**src/rtl/led_ind_pkg.sv**
```systemverilog
// Shared types and sizing helper for the LED indicator block.
package led_ind_pkg;

  typedef enum logic [1:0] {
    OFF   = 2'd0,
    ON    = 2'd1,
    BLINK = 2'd2,
    FLASH = 2'd3
  } mode_t;

  typedef enum logic [1:0] {
    IDLE   = 2'd0,
    ON_PH  = 2'd1,
    GAP_PH = 2'd2
  } state_t;

  // Bits needed to hold 0..n-1; never less than one bit.
  function automatic int cnt_width(input int n);
    return (n > 2) ? $clog2(n) : 1;
  endfunction

endpackage

```
**src/rtl/tick_gen.sv**
```systemverilog
// Free-running prescaler: pulses tick every PRESCALE cycles, restartable from 0.
module tick_gen
  import led_ind_pkg::*;
#(
  parameter int PRESCALE = 50000
) (
  input  logic clk,
  input  logic reset,
  input  logic restart,
  output logic tick
);

  localparam int W = cnt_width(PRESCALE);

  logic [W-1:0] count_reg;

  assign tick = (count_reg == W'(PRESCALE - 1));

  always_ff @(posedge clk) begin
    if (reset || restart || tick) begin
      count_reg <= '0;
    end else begin
      count_reg <= count_reg + 1'b1;
    end
  end

endmodule

```
**src/rtl/led_indicator.sv**
```systemverilog
// LED driver with steady/blink/queued-flash modes built on a tick-based phase FSM.
module led_indicator
  import led_ind_pkg::*;
#(
  parameter int PRESCALE  = 50000,
  parameter int ON_TICKS  = 100,
  parameter int OFF_TICKS = 100,
  parameter int MAX_PEND  = 7
) (
  input  logic       clk,
  input  logic       reset,
  input  logic       event_i,
  input  logic [1:0] mode,
  input  logic       clr_ovf,
  output logic       led,
  output logic       busy,
  output logic [2:0] pend_cnt,
  output logic       overflow
);

  localparam int MAX_TICKS = (ON_TICKS > OFF_TICKS) ? ON_TICKS : OFF_TICKS;
  localparam int PH_W      = cnt_width(MAX_TICKS);
  localparam int PEND_W    = cnt_width(MAX_PEND + 1);

  state_t            state_reg, state_next;
  logic [PH_W-1:0]   ph_reg, ph_next;
  logic [PEND_W-1:0] pend_reg, pend_next;
  logic              ovf_reg, ovf_next;
  logic              led_reg, led_next;
  logic [1:0]        mode_prev_reg;
  logic              restart, deq, tick, ev, mode_chg;
  mode_t             mode_cur;

  assign mode_cur = mode_t'(mode);
  assign mode_chg = (mode != mode_prev_reg);
  assign ev       = event_i && (mode_cur == FLASH);

  tick_gen #(
    .PRESCALE(PRESCALE)
  ) u_tick_gen (
    .clk    (clk),
    .reset  (reset),
    .restart(restart),
    .tick   (tick)
  );

  always_ff @(posedge clk) begin
    if (reset) begin
      state_reg     <= IDLE;
      ph_reg        <= '0;
      pend_reg      <= '0;
      ovf_reg       <= 1'b0;
      led_reg       <= 1'b0;
      mode_prev_reg <= OFF;
    end else begin
      state_reg     <= state_next;
      ph_reg        <= ph_next;
      pend_reg      <= pend_next;
      ovf_reg       <= ovf_next;
      led_reg       <= led_next;
      mode_prev_reg <= mode;
    end
  end

  // Phase sequencing; a mode change aborts any running phase.
  always_comb begin
    state_next = state_reg;
    ph_next    = ph_reg;
    restart    = 1'b0;
    deq        = 1'b0;
    if (mode_chg && (state_reg != IDLE)) begin
      state_next = IDLE;
      ph_next    = '0;
    end else begin
      case (state_reg)
        IDLE: begin
          if ((mode_cur == BLINK) || ((mode_cur == FLASH) && (pend_reg != '0))) begin
            state_next = ON_PH;
            ph_next    = '0;
            restart    = 1'b1;
            deq        = (mode_cur == FLASH);
          end
        end
        ON_PH: begin
          if (tick) begin
            if (ph_reg == PH_W'(ON_TICKS - 1)) begin
              state_next = GAP_PH;
              ph_next    = '0;
              restart    = 1'b1;
            end else begin
              ph_next = ph_reg + 1'b1;
            end
          end
        end
        GAP_PH: begin
          if (tick) begin
            if (ph_reg == PH_W'(OFF_TICKS - 1)) begin
              state_next = IDLE;
              ph_next    = '0;
            end else begin
              ph_next = ph_reg + 1'b1;
            end
          end
        end
        default: begin
          state_next = IDLE;
          ph_next    = '0;
        end
      endcase
    end
  end

  // Event queue: a coincident enqueue and dequeue cancel out.
  always_comb begin
    pend_next = pend_reg;
    ovf_next  = clr_ovf ? 1'b0 : ovf_reg;
    if (ev && !deq) begin
      if (pend_reg == PEND_W'(MAX_PEND)) begin
        ovf_next = 1'b1;
      end else begin
        pend_next = pend_reg + 1'b1;
      end
    end else if (!ev && deq) begin
      pend_next = pend_reg - 1'b1;
    end
  end

  assign led_next = (state_next == ON_PH) || (mode_cur == ON);

  assign led      = led_reg;
  assign busy     = (state_reg != IDLE);
  assign pend_cnt = 3'(pend_reg);
  assign overflow = ovf_reg;

endmodule

```
**config.mk**
```make
export PLATFORM = sky130hd
export DESIGN_NAME = led_indicator
export DESIGN_NICKNAME = d
export VERILOG_FILES = /design/src/rtl/led_ind_pkg.sv /design/src/rtl/tick_gen.sv /design/src/rtl/led_indicator.sv
export SDC_FILE = /design/constraint.sdc
export NUM_CORES = 1
export LEC_CHECK = 0
export CORE_ASPECT_RATIO = 0.6
export CORE_MARGIN = 3
export CORE_UTILIZATION = 54
export CTS_BUF_LIST = sky130_fd_sc_hd__clkbuf_2 sky130_fd_sc_hd__clkbuf_4 sky130_fd_sc_hd__clkbuf_8
export DETAILED_ROUTE_END_ITERATION = 10
export GPL_TIMING_DRIVEN = 0
export PLACE_DENSITY = 0.8
export SLEW_MARGIN = 20
export SYNTH_ARGS = -nofsm -noshare
export SYNTH_HDL_FRONTEND = slang
export SYNTH_SLANG_ARGS = --single-unit
```
**constraint.sdc**
```tcl
create_clock -name clk -period 2 [get_ports clk]
set_input_delay 0.2 -clock clk [delete_from_list [all_inputs] [get_ports clk]]
set_output_delay 0.2 -clock clk [all_outputs]
set_load 0.1 [all_outputs]
```
* After elaboration in Yosys (flattened, before gate mapping)
Cells that the tools add are included.
** Cells by class
- Add/sub/neg operators :: 4
- Equality and inequality tests :: 13
- Multiplexer cells :: 25
- Reductions and logical operators :: 19
** Operators with widths (count)
- 7-bit two-way mux :: 3
- 16-bit by 1-bit adder with 16-bit output (second input constant) :: 1
- 16-bit equality test (second input constant) :: 1
- 7-bit case mux with 2 select lines :: 1
- 2-bit two-way mux :: 6
- 1-bit two-way mux :: 10
- 3-bit two-way mux :: 3
- 7-bit by 1-bit adder with 7-bit output (second input constant) :: 1
- 7-bit equality test (second input constant) :: 1
- 2-bit by 1-bit equality test with 1-bit output (second input constant) :: 3
- 2-bit equality test (second input constant) :: 3
- 2-bit case mux with 3 select lines :: 1
- 1-bit logical AND :: 5
- 1-bit logical OR :: 4
- 2-bit inequality test (second input constant) :: 2
- 2-bit AND reduction :: 2
- 2-bit nonzero test :: 2
- 2-bit OR reduction :: 2
- 3-bit by 1-bit adder with 3-bit output (second input constant) :: 1
- 3-bit equality test (second input constant) :: 1
- 3-bit nonzero test :: 1
- 3-bit by 1-bit subtractor with 3-bit output (second input constant) :: 1
- 1-bit zero test :: 2
- 2-bit zero test :: 1
- other kinds (3) :: 3
** Storage, ports and cells
- Logic and storage cells :: 68
- Output and inout port bits :: 6
- Bits in registers :: 32

* Depth between registers and ports, before layout
Gate-level depths: netlist of run 1.
- Depth after elaboration :: 10
- Depth in mapped cells :: 8
- Gate-level depth less buffers :: 8

* Modules after synthesis
From an unflattened synthesis of run 1, not the netlist that was laid out.
** Second synthesis, totals
- Cell total of the unflattened synthesis :: 194
- Area, all modules :: 1679.1 um^2
** By module, submodules not included
- led_indicator :: instances 1, cells an instance 114, area each 958.4 um^2
- tick_gen :: instances 1, cells an instance 80, area each 720.7 um^2

* Worst setup path after synthesis of run 1
Ideal clock, no wire load.
- Path kind :: flip-flop to flip-flop
- From :: register state_reg[0]
- To :: register pend_reg[2] (netlist: pend_cnt[2])
- Buffers on the path :: 0
- Slack :: -580 ps
- Cell stages (with the launch flop) :: 9
- Data arrival time :: 2464 ps
- Cells stage by stage :: dfxtp_1 > inv_1 > ha_1 > inv_1 > o2111ai_1 > fa_1 > mux2i_1 > a21oi_1 > a31o_2
** Between the ends
- Longest elaborated chain between the ends :: 7
** Ends and longest elaborated chain
- start, declared :: RTL line led_indicator.sv:25 : state_t state_reg, state_next;
- start signal, assigned :: RTL line led_indicator.sv:56 : state_reg <= state_next;
- 2-bit nonzero test (*)
- via busy :: RTL line led_indicator.sv:16 : output logic busy,
- 1-bit logical AND (*) :: RTL line led_indicator.sv:71 : if (mode_chg && (state_reg != IDLE)) begin
- 1-bit two-way mux (*) :: RTL line led_indicator.sv:71
- 1-bit zero test :: RTL line led_indicator.sv:117 : if (ev && !deq) begin
- 1-bit logical AND :: RTL line led_indicator.sv:117
- 2-bit inequality test (no line) or 2-bit nonzero test (tied branches)
- 2-bit AND reduction (no line)
- end signal, assigned :: RTL line led_indicator.sv:58 : pend_reg <= pend_next;
- end, declared :: RTL line led_indicator.sv:27 : logic [PEND_W-1:0] pend_reg, pend_next;
The timed path passes the listed nets; every way through them passes the cells marked *.
A chain may end at the register's enable or synchronous reset.

* Worst setup path in the final report of run 1
- From :: register u_tick_gen.count_reg[0]
- To :: register ph_reg[6]
** Between the ends
- Longest elaborated chain between the ends :: 3
** Ends and longest elaborated chain
- start, declared :: RTL line tick_gen.sv:15 : logic [W-1:0] count_reg;
- start signal, assigned :: RTL line tick_gen.sv:23 : count_reg <= count_reg + 1'b1;
- 16-bit equality test :: RTL line tick_gen.sv:17 : assign tick = (count_reg == W'(PRESCALE - 1));
- 2-bit by 1-bit inequality test with 1-bit output (no line)
- 2-bit AND reduction (no line)
- end signal, assigned :: RTL line led_indicator.sv:57 : ph_reg <= ph_next;
- end, declared :: RTL line led_indicator.sv:26 : logic [PH_W-1:0] ph_reg, ph_next;
No other way between the ends.

==> results of run 1 <==
layout by cell type, fill, tap and decap left out, types with 5 or more instances in the layout:
cell / n
dfxtp_1: 27
nor2_1: 23
xnor2_1: 14
nand3_1: 9
inv_1: 6
xor2_1: 6
nor3_1: 5
nor4_1: 5
nand4_1: 5
a21oi_1: 5
nand2_1: 5
clkbuf_8: 5
dfxtp_2: 5
power by group through the flow:
stage	Clock (mW)	Sequential [mW]	Combinational (mW)
floorplan	0	0.764	0.174
global placement	0	0.702	0.297
detailed placement	0	0.705	0.305
CTS	0.480	0.691	0.307
global route	0.506	0.698	0.337
finish	0.473	0.695	0.315
timing repair:
item | 4_1_cts | 5_1_grt
setup buffers | 1 | 0
setup endpoints to repair | 22 | 19
hold buffers | 0 | 0
resized for setup | 9 | 6
endpoints found under the hold margin | 0 | 0
worst max-delay path, cell delays in order (launching register included):
cell	delay, ns
dfxtp_1	0.42
ha_4	0.20
nand3_2	0.14
o41a_4	0.57
nor4b_4	0.28
xnor2_1	0.16
nor2_2	0.04
metal layers:
metal	GRT usage [%]	part of all wire [%]	up-vias
li1	-	-	651
met5	0	0	-
met4	7.220	1.3	0
met2	29.67	44	30
met3	6.273	4.9	7
met1	25.39	50	612
how the worst min path moves through the flow:
stage	end	cells past startpoint
after global routing	pend_cnt[0]	2
after detailed placement	u_tick_gen.count_reg[0]	1
after global placement	u_tick_gen.count_reg[0]	1
final	mode_prev_reg[1]	2
after CTS	mode_prev_reg[1]	2
after floorplan	pend_cnt[2]	1
Yosys cell counts, types with 2 or more instances:
master     instances  share of area (%)
dfxtp_1           32                 40
nor2_1            23                5.4
xnor2_1           14                7.7
nand3_1           10                3.1
inv_1              9                2.1
ha_1               6                4.7
xor2_1             6                3.3
a21oi_1            5                1.6
nand2_1            5                1.2
nand4_1            5                2.0
nor3_1             5                1.6
nor4_1             5                2.0
and3_1             4                1.6
o21ai_0            4                1.2
mux2i_1            3                1.9
or3_1              3                1.2
clkbuf_1           2               0.47
nor2b_1            2               0.78
o2111ai_1          2                1.1
metrics by stage:
step | hold slack [ns] | instance area (µm²) | total power [mW]
CTS | 0.2770 | 1887 | 1.478
global placement | 0.4362 | 1797 | 0.9987
global route | 0.3245 | 1911 | 1.541
finish | 0.2920 | 1911 | 1.483
detailed placement | 0.4519 | 1797 | 1.010
floorplan | 0.3451 | 1647 | 0.9379
logic make-up after synthesis:
kind of cell / count (synthesis)
AO/OA/AOI/OAI: 23
XOR/XNOR: 20
adder cells (fa/ha/maj): 7
buffers and inverters: 13
flip-flops: 32
multiplexers: 3
AND/OR/NAND/NOR: 76
layout make-up:
type	count	area [µm²]	share of cell area (%)
well taps	40	50.05	2.620
flip-flops and latches	32	646.9	33.86
clock inverters	1	5.005	0.2620
clock buffers	6	76.32	3.995
plain buffers	3	13.76	0.7204
repair buffers	11	106.4	5.566
inverters	9	37.54	1.965
multi-input cells	129	974.7	51.02
==> metrics.cfg, run 1 <==
[status]
outcome = complete, no violations

[timing]
fmax_mhz = 520.2
setup_viol = 0
period_share_pct = 96.12
fin_skew_ns = 0.007447
fin_setup_tns_ns = 0
hold_violations = 0
timing.slew.headroom_pct = 35.76
worst_slew_pin_slew_ns = 0.9620
fin_ws_ns = 0.07764
maxSlewViolCount = 0
period_needed_ns = 1.922
grt_setup_unrepaired = true

[yosys]
syn_inst = 174
async_flop_share_pct = 0
syn_area_um2 = 1603
synth_compound_area_share_pct = 10.77
yosys.area_share.simple_pct = 27.32
muxShareOfSynthArea_pct = 1.874
synth_top_family_by_area = simple AND/OR/NAND/NOR gates
synth_seq_cells = 32
synth-xor-area-share_pct = 10.93
synth_edf_count = 0
syn_avg_cell_area_um2 = 9.211
synth.distinct_cells = 48
ys_seq_area_share_pct = 39.97
synthAdderAreaFrac_pct = 5.933
yosysWarningCount = 0
synth_nets = 187
synth-main-ff-cell = dfxtp_1

[worst_setup_path]
r2r_slack_ns = 0.08
critPathKind = register to register
worstPathMaxFanout = 6
crit_start = u_tick_gen.count_reg[0]
endpoint = ph_reg[6]
end_kind = register
crit_path_start_kind = register
crit_required_ns = 2.17
r2r_end = ph_reg[6]
r2r_start = u_tick_gen.count_reg[0]
critPathArrivalTime_ns = 2.09
reg2reg_depth = 6

[placement]
dp_hpwl_um = 2465
post-place-ws_ns = -0.4350
dp_cells = 224
gp_congestion = 0.8686
io_buffers = 10

[power]
pwr-share-seq_pct = 46.9
switching_power_mw = 0.4581
combPwrFrac_pct = 21.2
p_leak_nw = 0.6820
p_per_area_nw_per_um2 = 776.3
swShare_pct = 30.89
ir_worst_vdd_uv = 454.6
pwr-share-clk_pct = 31.9
p_int_mw = 1.025

[clock_tree]
path_clk_slew_ns = 0.06
cts_buffers = 5
clk_path_buf_depth = 2
cts_sinks = 32
cts_root_buf = clkbuf_8
cts_tree = done
ctsHtreeMaxLevel = 2
clk_latency_ns = 0.28

[worst_hold_path]
worstHoldStart = reset
hold_path.class = primary input to register

[global_route]
grt_max_degree = 11
antenna_found_initial = 0
gr-usage-all-layers_pct = 19.06
grt_pass1_wl_um = 5388
grt-ovfl-total = 0
first_global_vias = 1184

[final_layout]
n_fill_cell = 200
largest_register_ffs = 16
nets = 204
diodes = 0
drive_gt1_share_pct = 18.85
synthToLayoutAreaGrowth_pct = 19.20
final_core_util_pct = 71.76
fin_cells = 231

[route]
firstDrtPassIters = 4
viasPerCell = 5.628
drt-initial-drc-count = 100
drcViolationCount = 0
wl_per_cell_um = 14.62
ant_nets = 0
vias = 1300
drt-total-wl_um = 3378

[die]
rows = 14
core_area_um2 = 2663
die_h_um = 48.20
ios = 12
start_util_pct = 60.20
fp.dieW_um = 76.34
die-area_um2 = 3679

[run]
drv_cap = 0

No activity file was read; power rests on OpenSTA's default activity.
==> inputs of run 2 (changes only) <==
Settings changed: ABC_AREA from default to 1, CORE_UTILIZATION 54 to 55, PLACE_DENSITY 0.8 to 0.81.
==> metrics.cfg, run 2 <==
[yosys]
yosysTopAreaCell = dfxtp_1  ; unchanged
yosys.area_share.simple_pct = 40.73  ; was 27.32%
synth-main-ff-cell = dfxtp_1  ; unchanged
synth-xor-area-share_pct = 5.878  ; was 10.93%
syn_area_um2 = 1788  ; was 1603 µm²
synth_edf_count = 0  ; unchanged
synth_nets = 270  ; was 187
yosysWarningCount = 0  ; unchanged
yosys-top-cells-count = nand2_1, nor2_1, dfxtp_1, inv_1, nand3_1  ; was dfxtp_1, nor2_1, xnor2_1, nand3_1, inv_1
netlist.area_leader.share_pct = 35.83  ; was 39.97%
syn_inst = 257  ; was 174
synthAdderAreaFrac_pct = 5.318  ; was 5.933%
yosysMostFrequentCell = nand2_1  ; was dfxtp_1
syn_avg_cell_area_um2 = 6.957  ; was 9.211 µm²
yosys-top-cells-area = dfxtp_1, nand2_1, nor2_1  ; was dfxtp_1, xnor2_1, nor2_1
synth.distinct_cells = 29  ; was 48
synth_compound_area_share_pct = 5.248  ; was 10.77%
muxShareOfSynthArea_pct = 0  ; was 1.874%
async_flop_share_pct = 0  ; unchanged
ys_seq_area_share_pct = 35.83  ; was 39.97%
synth_seq_cells = 32  ; unchanged
synth_top_family_by_area = simple AND/OR/NAND/NOR gates  ; unchanged

[route]
viasPerCell = 4.896  ; was 5.628
drt-total-wl_um = 3559  ; was 3378 µm
drt-initial-drc-count = 81  ; was 100
drcViolationCount = 0  ; unchanged
wl_per_cell_um = 11.23  ; was 14.62 µm
vias = 1552  ; was 1,300
ant_nets = 0  ; unchanged
firstDrtPassIters = 5  ; was 4

[global_route]
grt_pass1_wl_um = 6437  ; was 5388 µm
grt-ovfl-total = 0  ; unchanged
first_global_vias = 1453  ; was 1,184
antenna_found_initial = 0  ; unchanged
gr-usage-all-layers_pct = 20.47  ; was 19.06%
grt_max_degree = 11  ; unchanged

[worst_setup_path]
crit_required_ns = 1.80  ; was 2.17 ns
crit_start = overflow  ; was u_tick_gen.count_reg[0]
path_cells = clkdlybuf4s50_1  ; was ha_4 > nand3_2 > o41a_4 > nor4b_4 > xnor2_1 > nor2_2
end_kind = output port  ; was register
critPathArrivalTime_ns = 1.72  ; was 2.09 ns
cp.buffers_inverters = 1  ; was 0
max_stage_delay_ns = 1.13  ; was 0.57 ns
crit_path_start_kind = register  ; unchanged
critPathKind = register to output port  ; was register to register
crit_family = buffers and inverters  ; was compound AO/OA/AOI/OAI gates
critPathSlowestCell = clkdlybuf4s50_1  ; was o41a_4
worstPathMaxFanout = 2  ; was 6
reg2reg_depth = 10  ; was 6
r2r_start = state_reg[0]  ; was u_tick_gen.count_reg[0]
path_depth = 1  ; was 6

[clock_tree]
path_clk_slew_ns = 0.06  ; about the same
cts_setup_buffers = 0  ; was 1
cts_sinks = 32  ; unchanged
ctsHtreeMaxLevel = 2  ; unchanged
clk_path_buf_depth = 2  ; unchanged
ctsHoldBuffers = 0  ; unchanged
cts_buffers = 5  ; unchanged
cts_tree = done  ; unchanged
clk_latency_ns = 0.28  ; about the same
cts_root_buf = clkbuf_8  ; unchanged

[die]
start_util_pct = 59.92  ; was 60.20%
ios = 12  ; unchanged
rows = 15  ; was 14
die-area_um2 = 3993  ; was 3679 µm²
core_area_um2 = 2984  ; was 2663 µm²
die_h_um = 50.17  ; was 48.20 µm
fp.dieW_um = 79.61  ; was 76.34 µm

[power]
switching_power_mw = 0.4499  ; was 0.4581 mW
ir_worst_vdd_uv = 399.2  ; was 454.6 µV
combPwrFrac_pct = 19.4  ; was 21.2%
power_mw = 1.499  ; was 1.483 mW
swShare_pct = 30.01  ; was 30.89%
p_per_area_nw_per_um2 = 732.0  ; was 776.3 nW/µm²
pwr-share-clk_pct = 35.1  ; was 31.9%
p_int_mw = 1.049  ; was 1.025 mW
p_leak_nw = 0.8628  ; was 0.6820 nW
pwr-share-seq_pct = 45.5  ; was 46.9%

[timing]
fin_setup_tns_ns = 0  ; unchanged
period_needed_ns = 1.921  ; was 1.922 ns
timing.slew.headroom_pct = 35.60  ; was 35.76%
hold_violations = 0  ; unchanged
worst_slew_pin_slew_ns = 0.9645  ; was 0.9620 ns
grt_setup_unrepaired = false  ; was true
maxSlewViolCount = 0  ; unchanged
fin_skew_ns = 0.009368  ; was 0.007447 ns
setup_viol = 0  ; unchanged
fmax_mhz = 520.6  ; was 520.2 MHz
fin_ws_ns = 0.07908  ; was 0.07764 ns
period_share_pct = 96.05  ; was 96.12%

[placement]
io_buffers = 11  ; was 10
gp_congestion = 0.8542  ; was 0.8686
post-place-ws_ns = -0.2144  ; was -0.4350 ns
dp_hpwl_um = 2660  ; was 2465 µm

[worst_hold_path]
hold_depth = 1  ; was 2
worstHoldStart = u_tick_gen.count_reg[0]  ; was reset
hold_path.class = register to register  ; was primary input to register

[final_layout]
final_common_cell = nand2_1  ; was dfxtp_1
drive_gt1_share_pct = 11.27  ; was 18.85%
mostFrequentLayoutCells = nand2_1, nor2_1, inv_1, dfxtp_1, nand3_1  ; was dfxtp_1, nor2_1, xnor2_1, nand3_1
synthToLayoutAreaGrowth_pct = 14.56  ; was 19.20%
largest_register_ffs = 16  ; unchanged
nets = 288  ; was 204
diodes = 0  ; unchanged

[status]
outcome = complete, no violations  ; unchanged

[run]
drv_cap = 0  ; unchanged

## run 2: cell count changes in the layout (fill, tap and decap cells not counted), sizes merged, moves of 4 or more
| cell | previous run | this run |
|---|---|---|
| nand3 | 10 | 20 |
| nor4 | 5 | 0 |
| xnor2 | 14 | 7 |
| and3 | 4 | 0 |
| nand2 | 5 | 66 |
| a21oi | 5 | 11 |
| inv | 8 | 31 |
| nor2 | 24 | 56 |
## run 2: path summary, 6_finish.rpt
kind | end | slack, ns
max | overflow | 0.08
min | u_tick_gen.count_reg[0] | 0.46
max reg2reg | pend_cnt[2] | 0.16
min reg2reg | u_tick_gen.count_reg[0] | 0.46
## run 2: per-layer routing
layer / share of wire (%) / vias to the layer above / global-route usage (%) / routed length, µm
met4: 0.22 / 0 / 4.286 / 8
met2: 40 / 33 / 30.89 / 1431
met5: 0 / - / 0 / 0
li1: - / 843 / - / -
met1: 54 / 674 / 28.64 / 1925
met3: 5.5 / 2 / 6.631 / 194
## run 2: kinds of logic (layout without fill, tap and decap cells)
group                    after synthesis  after routing
buffers and inverters                 33             51
flip-flops                            32             32
XOR/XNOR                              12             12
adder cells (fa/ha/maj)                7              7
AO/OA/AOI/OAI                         14             14
AND/OR/NAND/NOR                      159            159
## run 2: timing repair
action / in CTS / in global routing
cloned: 0 / 0
resized for setup: 5 / 5
endpoints found under the setup margin: 3 / 3
## run 2: power groups by stage
| stage | clock network (mW) | logic, mW | registers, mW |
|---|---|---|---|
| after floorplan | 0 | 0.163 | 0.752 |
| final | 0.526 | 0.290 | 0.683 |
| after CTS | 0.543 | 0.292 | 0.682 |
| after detailed placement | 0 | 0.293 | 0.696 |
| after global placement | 0 | 0.288 | 0.695 |
| after global routing | 0.569 | 0.324 | 0.685 |
## run 2: final cells by class
cell class                 count  area [µm²]
sequential                    32       646.9
buffer                         1       5.005
tap                           42       52.55
clock buffer                   7       96.34
fill                         250       935.9
timing repair buffer          11       105.1
inverter                      32       120.1
multi-input combinational    192        1022
## run 2: stage by stage
stage          area (µm²)  hold slack, ns  std cells  utilization [%]
2_1_floorplan        1792          0.2713        257                -
3_3_place_gp         1954          0.4255        310            65.49
3_5_place_dp         1954          0.4497        310            65.49
4_1_cts              2049          0.4650        317            68.68
5_1_grt              2048          0.4969        317            68.64
6_report             2048          0.4634        317            68.64
